File: src/rtl/pc_redirect_unit.sv
// pc_redirect_unit: owns the fetch PC, applies branch/jump redirects from EX,
// holds the PC for FLUSH_CYCLES bubble cycles after each accepted redirect,
// honours hazard stalls and flags misaligned targets.
// Optional build macro: PC_REDIRECT_COUNT_EN enables the saturating
// accepted-redirect counter on RedirectCount; without it the port reads zero.
// FLUSH_CYCLES must be in the range 1..3 (bubble counter is two bits wide).
module pc_redirect_unit #(
    parameter logic [31:0] RESET_PC     = 32'h0000_0000,
    parameter int          FLUSH_CYCLES = 1
) (
    input  logic        Clk,
    input  logic        Rst,
    input  logic        Stall,
    input  logic        BranchTaken,
    input  logic [31:0] BranchTarget,
    input  logic        Jump,
    input  logic [31:0] JumpTarget,
    output logic [31:0] PC,
    output logic [31:0] PCPlus4,
    output logic        FlushIFID,
    output logic        FlushIDEX,
    output logic        Misaligned,
    output logic [15:0] RedirectCount
);

    typedef enum logic {
        ST_RUN   = 1'b0,
        ST_FLUSH = 1'b1
    } state_t;

    // Counter load value: remaining bubbles after the first flush cycle.
    localparam logic [1:0] BUBBLE_INIT = 2'(FLUSH_CYCLES - 1);

    state_t      state_reg, state_next;
    logic [1:0]  bubble_reg, bubble_next;
    logic [31:0] pc_reg, pc_next;
    logic        flush_reg, flush_next;
    logic        misaligned_reg, misaligned_next;
    logic        redirect_accept;
    logic [31:0] redirect_target;

    // State register: all control state updates on the rising edge, reset wins.
    always_ff @(posedge Clk) begin
        if (!Rst) begin
            state_reg      <= ST_RUN;
            bubble_reg     <= 2'd0;
            pc_reg         <= RESET_PC;
            flush_reg      <= 1'b0;
            misaligned_reg <= 1'b0;
        end else begin
            state_reg      <= state_next;
            bubble_reg     <= bubble_next;
            pc_reg         <= pc_next;
            flush_reg      <= flush_next;
            misaligned_reg <= misaligned_next;
        end
    end

    // Next-state logic: branch beats jump beats stall beats sequential fetch;
    // requests arriving while flushing are dropped.
    always_comb begin
        state_next      = state_reg;
        bubble_next     = bubble_reg;
        pc_next         = pc_reg;
        flush_next      = 1'b0;
        misaligned_next = 1'b0;
        redirect_accept = 1'b0;
        redirect_target = 32'h0000_0000;

        case (state_reg)
            ST_RUN: begin
                if (BranchTaken) begin
                    redirect_accept = 1'b1;
                    redirect_target = BranchTarget;
                end else if (Jump) begin
                    redirect_accept = 1'b1;
                    redirect_target = JumpTarget;
                end

                if (redirect_accept) begin
                    // Low bits are forced to word alignment; the error is reported instead.
                    pc_next         = {redirect_target[31:2], 2'b00};
                    misaligned_next = |redirect_target[1:0];
                    state_next      = ST_FLUSH;
                    bubble_next     = BUBBLE_INIT;
                    flush_next      = 1'b1;
                end else if (!Stall) begin
                    pc_next = pc_reg + 32'd4;
                end
            end

            ST_FLUSH: begin
                if (bubble_reg != 2'd0) begin
                    bubble_next = bubble_reg - 2'd1;
                    flush_next  = 1'b1;
                end else begin
                    state_next = ST_RUN;
                end
            end

            default: begin
                state_next = ST_RUN;
            end
        endcase
    end

`ifdef PC_REDIRECT_COUNT_EN
    logic [15:0] count_reg;

    // Accepted-redirect counter, saturating at all-ones, cleared only by reset.
    always_ff @(posedge Clk) begin
        if (!Rst) begin
            count_reg <= 16'h0000;
        end else if (redirect_accept && (count_reg != 16'hFFFF)) begin
            count_reg <= count_reg + 16'd1;
        end
    end

    assign RedirectCount = count_reg;
`else
    assign RedirectCount = 16'h0000;
`endif

    assign PC         = pc_reg;
    assign PCPlus4    = pc_reg + 32'd4;
    assign FlushIFID  = flush_reg;
    assign FlushIDEX  = flush_reg;
    assign Misaligned = misaligned_reg;

endmodule
File: config.mk
export PLATFORM = sky130hd
export DESIGN_NAME = pc_redirect_unit
export DESIGN_NICKNAME = d
export VERILOG_FILES = /design/src/rtl/pc_redirect_unit.sv
export SDC_FILE = /design/constraint.sdc
export NUM_CORES = 1
export LEC_CHECK = 0
export BUFFER_PORTS_ARGS = -buffer_cell sky130_fd_sc_hd__buf_2
export CAP_MARGIN = 20
export CORE_ASPECT_RATIO = 1.4
export CORE_MARGIN = 3
export CORE_UTILIZATION = 46
export DETAILED_ROUTE_END_ITERATION = 16
export GPL_ROUTABILITY_DRIVEN = 0
export PLACE_DENSITY = 0.91
export SETUP_SLACK_MARGIN = 0.2
export SLEW_MARGIN = 20
export SYNTH_ARGS = -nofsm -noshare
export SYNTH_HDL_FRONTEND = slang
export SYNTH_SLANG_ARGS = --single-unit
File: constraint.sdc
create_clock -name Clk -period 2.2 [get_ports Clk]
set_input_delay 0.44 -clock Clk [delete_from_list [all_inputs] [get_ports Clk]]
set_output_delay 0.44 -clock Clk [all_outputs]
set_load 0.01 [all_outputs]
==> results.md, run 1 <==
- Fraction of layout cells with a size suffix above 1: 49.57%
- Pin count of the biggest net entering global routing: 26
- FFs w/ async S/R, synth: 0%
- Cell count after synthesis: 384
- Total power draw: 2.045 mW
- Drc violations: 0
- Hold buffers post-CTS: 0
- Post-Syn Area: 2897 um2
- Largest area contributor in the netlist: dfxtp_1
- Clock tree sinks: 34
- F_max: 0.4131 GHz
- Crit path largest cell delay: 350 ps
- Avg Vias per Cell: 6.609
- Yosys warning count: 0
- Power density cells: 446.6 nW/um2
- Die Width: 73.07 um
- CTS tree: done
- Relative slew margins: 63.51%
- Max-cap violations: 0
- CTS buffer count: 5
- Post-route insts no fill: 653
- Outcome: complete, but fails checks
- Clock slew at reported path FFs: 70 ps
- CP Capture Type: primary output
- Cell area after layout: 4578 um2
- CP Data Required Time: 1760 ps
- Slowest CP cell: dfxtp_1
- Number of flip-flops in the largest register: 30
- CP max FO: 11
- # IOs: 152
- RSZ-0062 raised after global routing: true
- Vias: 4316
- Final ANT Viol Nets: 0
- DIE AREA: 7298 um2
- Worst Path Arrival: 1980 ps
- Gr usage total: 33.47%
- First-pass GRT wire length: 19.19 mm
- WL/cell: 21.28 um
- Clock root buffer: clkbuf_8
- Post-synth EDFFs: 0
- Avg Synthesized Cell Area: 7.543 um2
- Top FF cell, synth: dfxtp_1
- Endpoints failing setup: 22
- Worst min-delay path class: input pin to register
- Hold Fails Final Rpt: 0
- Crit path launch type: register
- Worst Tran Pin Value: 543.2 ps
- Fin. max-slew vios: 0
- Yosys top cell area share: 23.50%
- Crit Reg-Reg Startpoint: PC[9]$_SDFFE_PN0P_
- HP Start: BranchTarget[4]
- Setup slack after layout: -220.9 ps
- Synth area leaders: dfxtp_1, buf_4, xnor2_1, nand2_1, a21oi_1
- Worst Setup SP: PC[9]$_SDFFE_PN0P_
- N_diodes: 0
- Antenna violations before repair: 0
- Final period utilization: 110.0%
- Initial Utilization: 48.38%
- Most used cell, CP: buf_4
- Area Overhead vs Synth: 58.06%
- WS Path Type: register to primary output
- GRT overflow: 0
- Worst skew pair latency: 300 ps
- Nets: 653
- DR pass1 iterations: 7
- Setup TNS: -2329 ps
- Post-synthesis sequential area ratio: 23.50%
- Number of synthesized register bits: 34
- Fillers: 395
- Placed cell areas: 3829 um2
- CTS max path bufs: 2
- Commonest cells in the netlist: dfxtp_1, nand2_1, a21oi_1, nor2_1, o21ai_0
- Synth unique cells: 61
- Worst VDD drop: 0.3925 mV
- HPWL after DPL: 8.157 mm
- Failing checks: negative setup slack
- Die height: 99.89 um
- Minimum clock period: 2421 ps
- CP Cell Sequence: buf_4 > and3_1 > buf_4 > nand4_1 > xnor2_1 > buf_2
- Clock skew: 9.369 ps
- Pleak: 2.267 nW
- H-tree depth: 2
- Core area: 5987 um2
- Iteration-0 DRC Markers: 672
- DP Cell Count: 598
- Port bufs: 131
- Vias in the first global route: 3890
- Final WL: 13.90 mm
- # rows: 33
==> layer usage <==
metal / track usage [%] / up-vias / share of wire, %
li1: - / 1789 / -
met1: 35.60 / 1897 / 32
met2: 55.82 / 470 / 46
met3: 8.918 / 160 / 13
met4: 23.72 / 0 / 9.1
met5: 0 / - / 0
==> cell families (layout without fill, tap and decap cells) <==
group                    after synthesis  after routing  share of synthesized area, %
buffers and inverters                 60            240                         10.93
flip-flops                            34             34                         23.50
adder cells (fa/ha/maj)                2              2                        0.8638
AO/OA/AOI/OAI                        118            118                         27.56
other                                  1             20                        0.1295
XOR/XNOR                              28             28                         8.466
multiplexers                           6              6                         2.117
AND/OR/NAND/NOR                      135            135                         26.44
==> cell type report <==
class / instances / area [um2] / area share (%)
clock buffers: 5 / 68.82 / 1.503
multi-input cells: 309 / 2237 / 48.87
inverters: 10 / 37.54 / 0.8199
repair buffers: 222 / 1414 / 30.88
well taps: 70 / 87.58 / 1.913
flip-flops and latches: 34 / 721.9 / 15.77
clock inverters: 3 / 11.26 / 0.2460
==> critical path, delay by kind of cell (launching register included) <==
family	cells	cell delay, ps
AND/OR/NAND/NOR	2	530
buffers and inverters	3	590
XOR/XNOR	1	210
flip-flops	1	350
==> layout by cell type (no fill, tap or decap), types with 4 or more instances in the layout <==
cell type  count
buf_2        130
buf_4         75
nand2_1       31
a21oi_1       25
o21ai_0       23
nor2_1        21
conb_1        20
dfxtp_1       19
buf_6         16
nand4_1       13
dfxtp_4        9
inv_1          9
o22ai_1        9
xnor2_2        8
xnor2_1        8
xor2_1         8
o211ai_1       8
nand3_1        7
dfxtp_2        6
a22oi_1        6
o22a_1         6
nor3_1         5
nor4_1         5
nand2b_1       5
mux2i_1        5
o21a_1         5
clkbuf_8       5
and4_4         4
and3_4         4
nand3_4        4
and3_1         4
clkinv_1       4
a311oi_1       4
==> repair_timing <==
item | CTS | global route
setup buffers | 30 | 17
endpoints found under the hold margin | 0 | 0
resized for setup | 43 | 29
pin swaps | 29 | 18
endpoints found under the setup margin | 24 | 26
==> power breakdown <==
part	internal (mW)	switching [mW]	leakage, nW	total, mW
registers	0.678	0.0865	0.289	0.765
logic	0.350	0.459	1.94	0.810
clock network	0.212	0.259	0.0407	0.470
==> per-stage QoR <==
stage                     utilization, %  hold WS, ps  setup WS [ps]
after CTS                          71.85        397.6         -133.5
after global routing               76.47        419.6         -309.9
after floorplan                        -        457.0          120.8
final                              76.47        396.6         -220.9
after global placement             63.95        467.8          55.88
after detailed placement           63.95        478.6          13.43
==> worst paths after layout <==
check                                to  slack, ps  cells past startpoint
min reg2reg  bubble_reg[1]$_SDFFE_PN0P_        500                      2
max reg2reg         PC[31]$_SDFFE_PN0P_        160                      7
min                  PC[4]$_SDFFE_PN0P_        400                      3
max                         PCPlus4[27]       -220                      6
No activity file was read; power rests on OpenSTA's default activity.
==> inputs of run 2 (changes only) <==
Settings changed: ABC_AREA set to 1, CORE_UTILIZATION 46 to 45.
==> results.md, run 2 <==
- Outcome: finished clean
- Commonest non-fill, non-tap cell in the layout: buf_2
- Fin. max-slew vios: 0
- # rows: 33
- Drc violations: 0
- Worst Setup SP: PC[3]$_SDFFE_PN0P_
- Total power draw: 2.116 mW
- N_diodes: 0
- Antenna violations before repair: 0
- DR pass1 iterations: 4
- DIE AREA: 7138 um2
- Die Width: 72.27 um
- Port bufs: 131
- F_max: 0.4561 GHz
- Cell count after synthesis: 444
- Vias in the first global route: 3358
- Worst Path Arrival: 1750 ps
- Core area: 5904 um2
- Fraction of layout cells with a size suffix above 1: 47.66%
- Post-route insts no fill: 668
- First-pass GRT wire length: 15.39 mm
- Post-synthesis sequential area ratio: 24.60%
- Initial Utilization: 46.85%
- HPWL after DPL: 7.121 mm
- Number of flip-flops in the largest register: 30
- Top FF cell, synth: dfxtp_1
- Synth unique cells: 33
- Top-count cell post-synth: nand2_1
- Iteration-0 DRC Markers: 257
- CP Capture Type: primary output
- Avg Synthesized Cell Area: 6.231 um2
- Power density cells: 509.5 nW/um2
- Pin count of the biggest net entering global routing: 29
- Hold Fails Final Rpt: 0
- CTS buffer count: 5
- CTS max path bufs: 2
- Final WL: 10.42 mm
- Max-cap violations: 0
- WL/cell: 15.60 um
- Post-Syn Area: 2766 um2
- Gr usage total: 26.77%
- FFs w/ async S/R, synth: 0%
- Post-synth EDFFs: 0
- CP max FO: 4
- Area Overhead vs Synth: 50.11%
- Clock tree sinks: 34
- Endpoints failing setup: 0
- R2R setup slack: 380 ps
- H-tree depth: 2
- HP Start: JumpTarget[1]
- Worst min-delay path class: input pin to register
- RSZ-0062 raised after global routing: true
- # IOs: 152
- Pleak: 2.062 nW
- Vias: 3575
- Die height: 98.77 um
- Crit Reg-Reg Startpoint: PC[3]$_SDFFE_PN0P_
- Synth area leaders: dfxtp_1, nand2_1, nor2_1, buf_4, nand3_1
- Crit path launch type: register
- Most frequent cells in the layout: buf_2, nand2_1, nor2_1
- Final period utilization: 99.67%
- Worst skew pair latency: 300 ps
- Worst VDD drop: 0.3965 mV
- CP Data Required Time: 1760 ps
- Nets: 668
- Number of synthesized register bits: 34
- Yosys top cell area share: 24.60%
- CTS tree: done
- GRT overflow: 0
- Avg Vias per Cell: 5.352
- Clock skew: 11.99 ps
- Commonest cells in the netlist: nand2_1, nor2_1, inv_1
- Clock root buffer: clkbuf_8
- Final ANT Viol Nets: 0
- WS Path Type: register to primary output
- Clock slew at reported path FFs: 90 ps
- DP Cell Count: 635
- Yosys warning count: 0
- Largest area contributor in the netlist: dfxtp_1
- Minimum clock period: 2193 ps
-- run 2: changes by cell type in the layout (fill, tap and decap cells not counted), moves of 15 or more --
cell / delta
buf_4: -47
inv_1: +26
nand2_2: +31
nor2_1: +16
nand2_1: +57
nand3_1: +15
-- run 2: metal layers --
layer | track usage [%] | share of wire [%] | up-vias
met3 | 4.898 | 7.7 | 43
met4 | 11.29 | 4.6 | 0
li1 | - | - | 1714
met5 | 0 | 0 | -
met2 | 49.47 | 54 | 183
met1 | 28.89 | 34 | 1635
-- run 2: cells by family after synthesis --
kind of cell | share of synthesized area (%)
AOI/OAI and AO/OA | 18.72
xor gates and xnor gates | 5.247
adders and majority gates | 0.9044
buffers and inverters | 14.16
DFF | 24.60
other | 0.1356
and+or+nand+nor | 36.23
-- run 2: worst max-delay path: stages (launching register included) --
cell and delay (ps):
dfxtp_4 380, ha_4 150, nand2_4 60, nor2_4 130, nand2_4 90, buf_4 150, nor2_4 140, xor2_1 190
buf_2 160
-- run 2: metrics by stage --
| step | setup WS (ps) | TNS (ps) | instance area [um2] | hold WS [ps] | util, % |
|---|---|---|---|---|---|
| 6_report | 7.258 | 0 | 4153 | 433.6 | 70.33 |
| 5_1_grt | -59.06 | -129.7 | 4153 | 462.2 | 70.33 |
| 4_1_cts | 78.57 | 0 | 3765 | 426.8 | 63.76 |
| 3_5_place_dp | 177.0 | 0 | 3402 | 475.4 | 57.62 |
| 3_3_place_gp | 251.9 | 0 | 3402 | 446.6 | 57.62 |
| 2_1_floorplan | 376.4 | 0 | 2838 | 439.2 | - |
-- run 2: worst paths after layout --
path,end,cells after the start
worst max-delay path,PCPlus4[14],8
worst max register to register,PC[16]$_SDFFE_PN0P_,13
worst min-delay path,Misaligned$_SDFF_PP0_,3
worst min register to register,bubble_reg[1]$_SDFFE_PN0P_,2
-- run 2: power by group --
| group | switching (mW) | internal (mW) | total (mW) |
|---|---|---|---|
| registers | 0.112 | 0.688 | 0.800 |
| clock network | 0.271 | 0.337 | 0.608 |
| logic | 0.395 | 0.312 | 0.707 |
| total | 0.778 | 1.34 | 2.12 |
-- run 2: area by class of cell --
type | count | area (um2)
inverters | 42 | 162.7
repair buffers | 163 | 935.9
clock inverters | 3 | 45.04
flip-flops and latches | 34 | 745.7
fillers | 451 | 1752
well taps | 70 | 87.58
multi-input cells | 351 | 2107
clock buffers | 5 | 68.82
-- run 2: timing repair --
action / in CTS / in global routing
endpoints found under the setup margin: 24 / 25
hold buffers: 0 / 0
gates resized for setup: 52 / 87
setup buffers: 14 / 11
cloned: 0 / 0
endpoints found under the hold margin: 0 / 0
pin swaps: 17 / 33
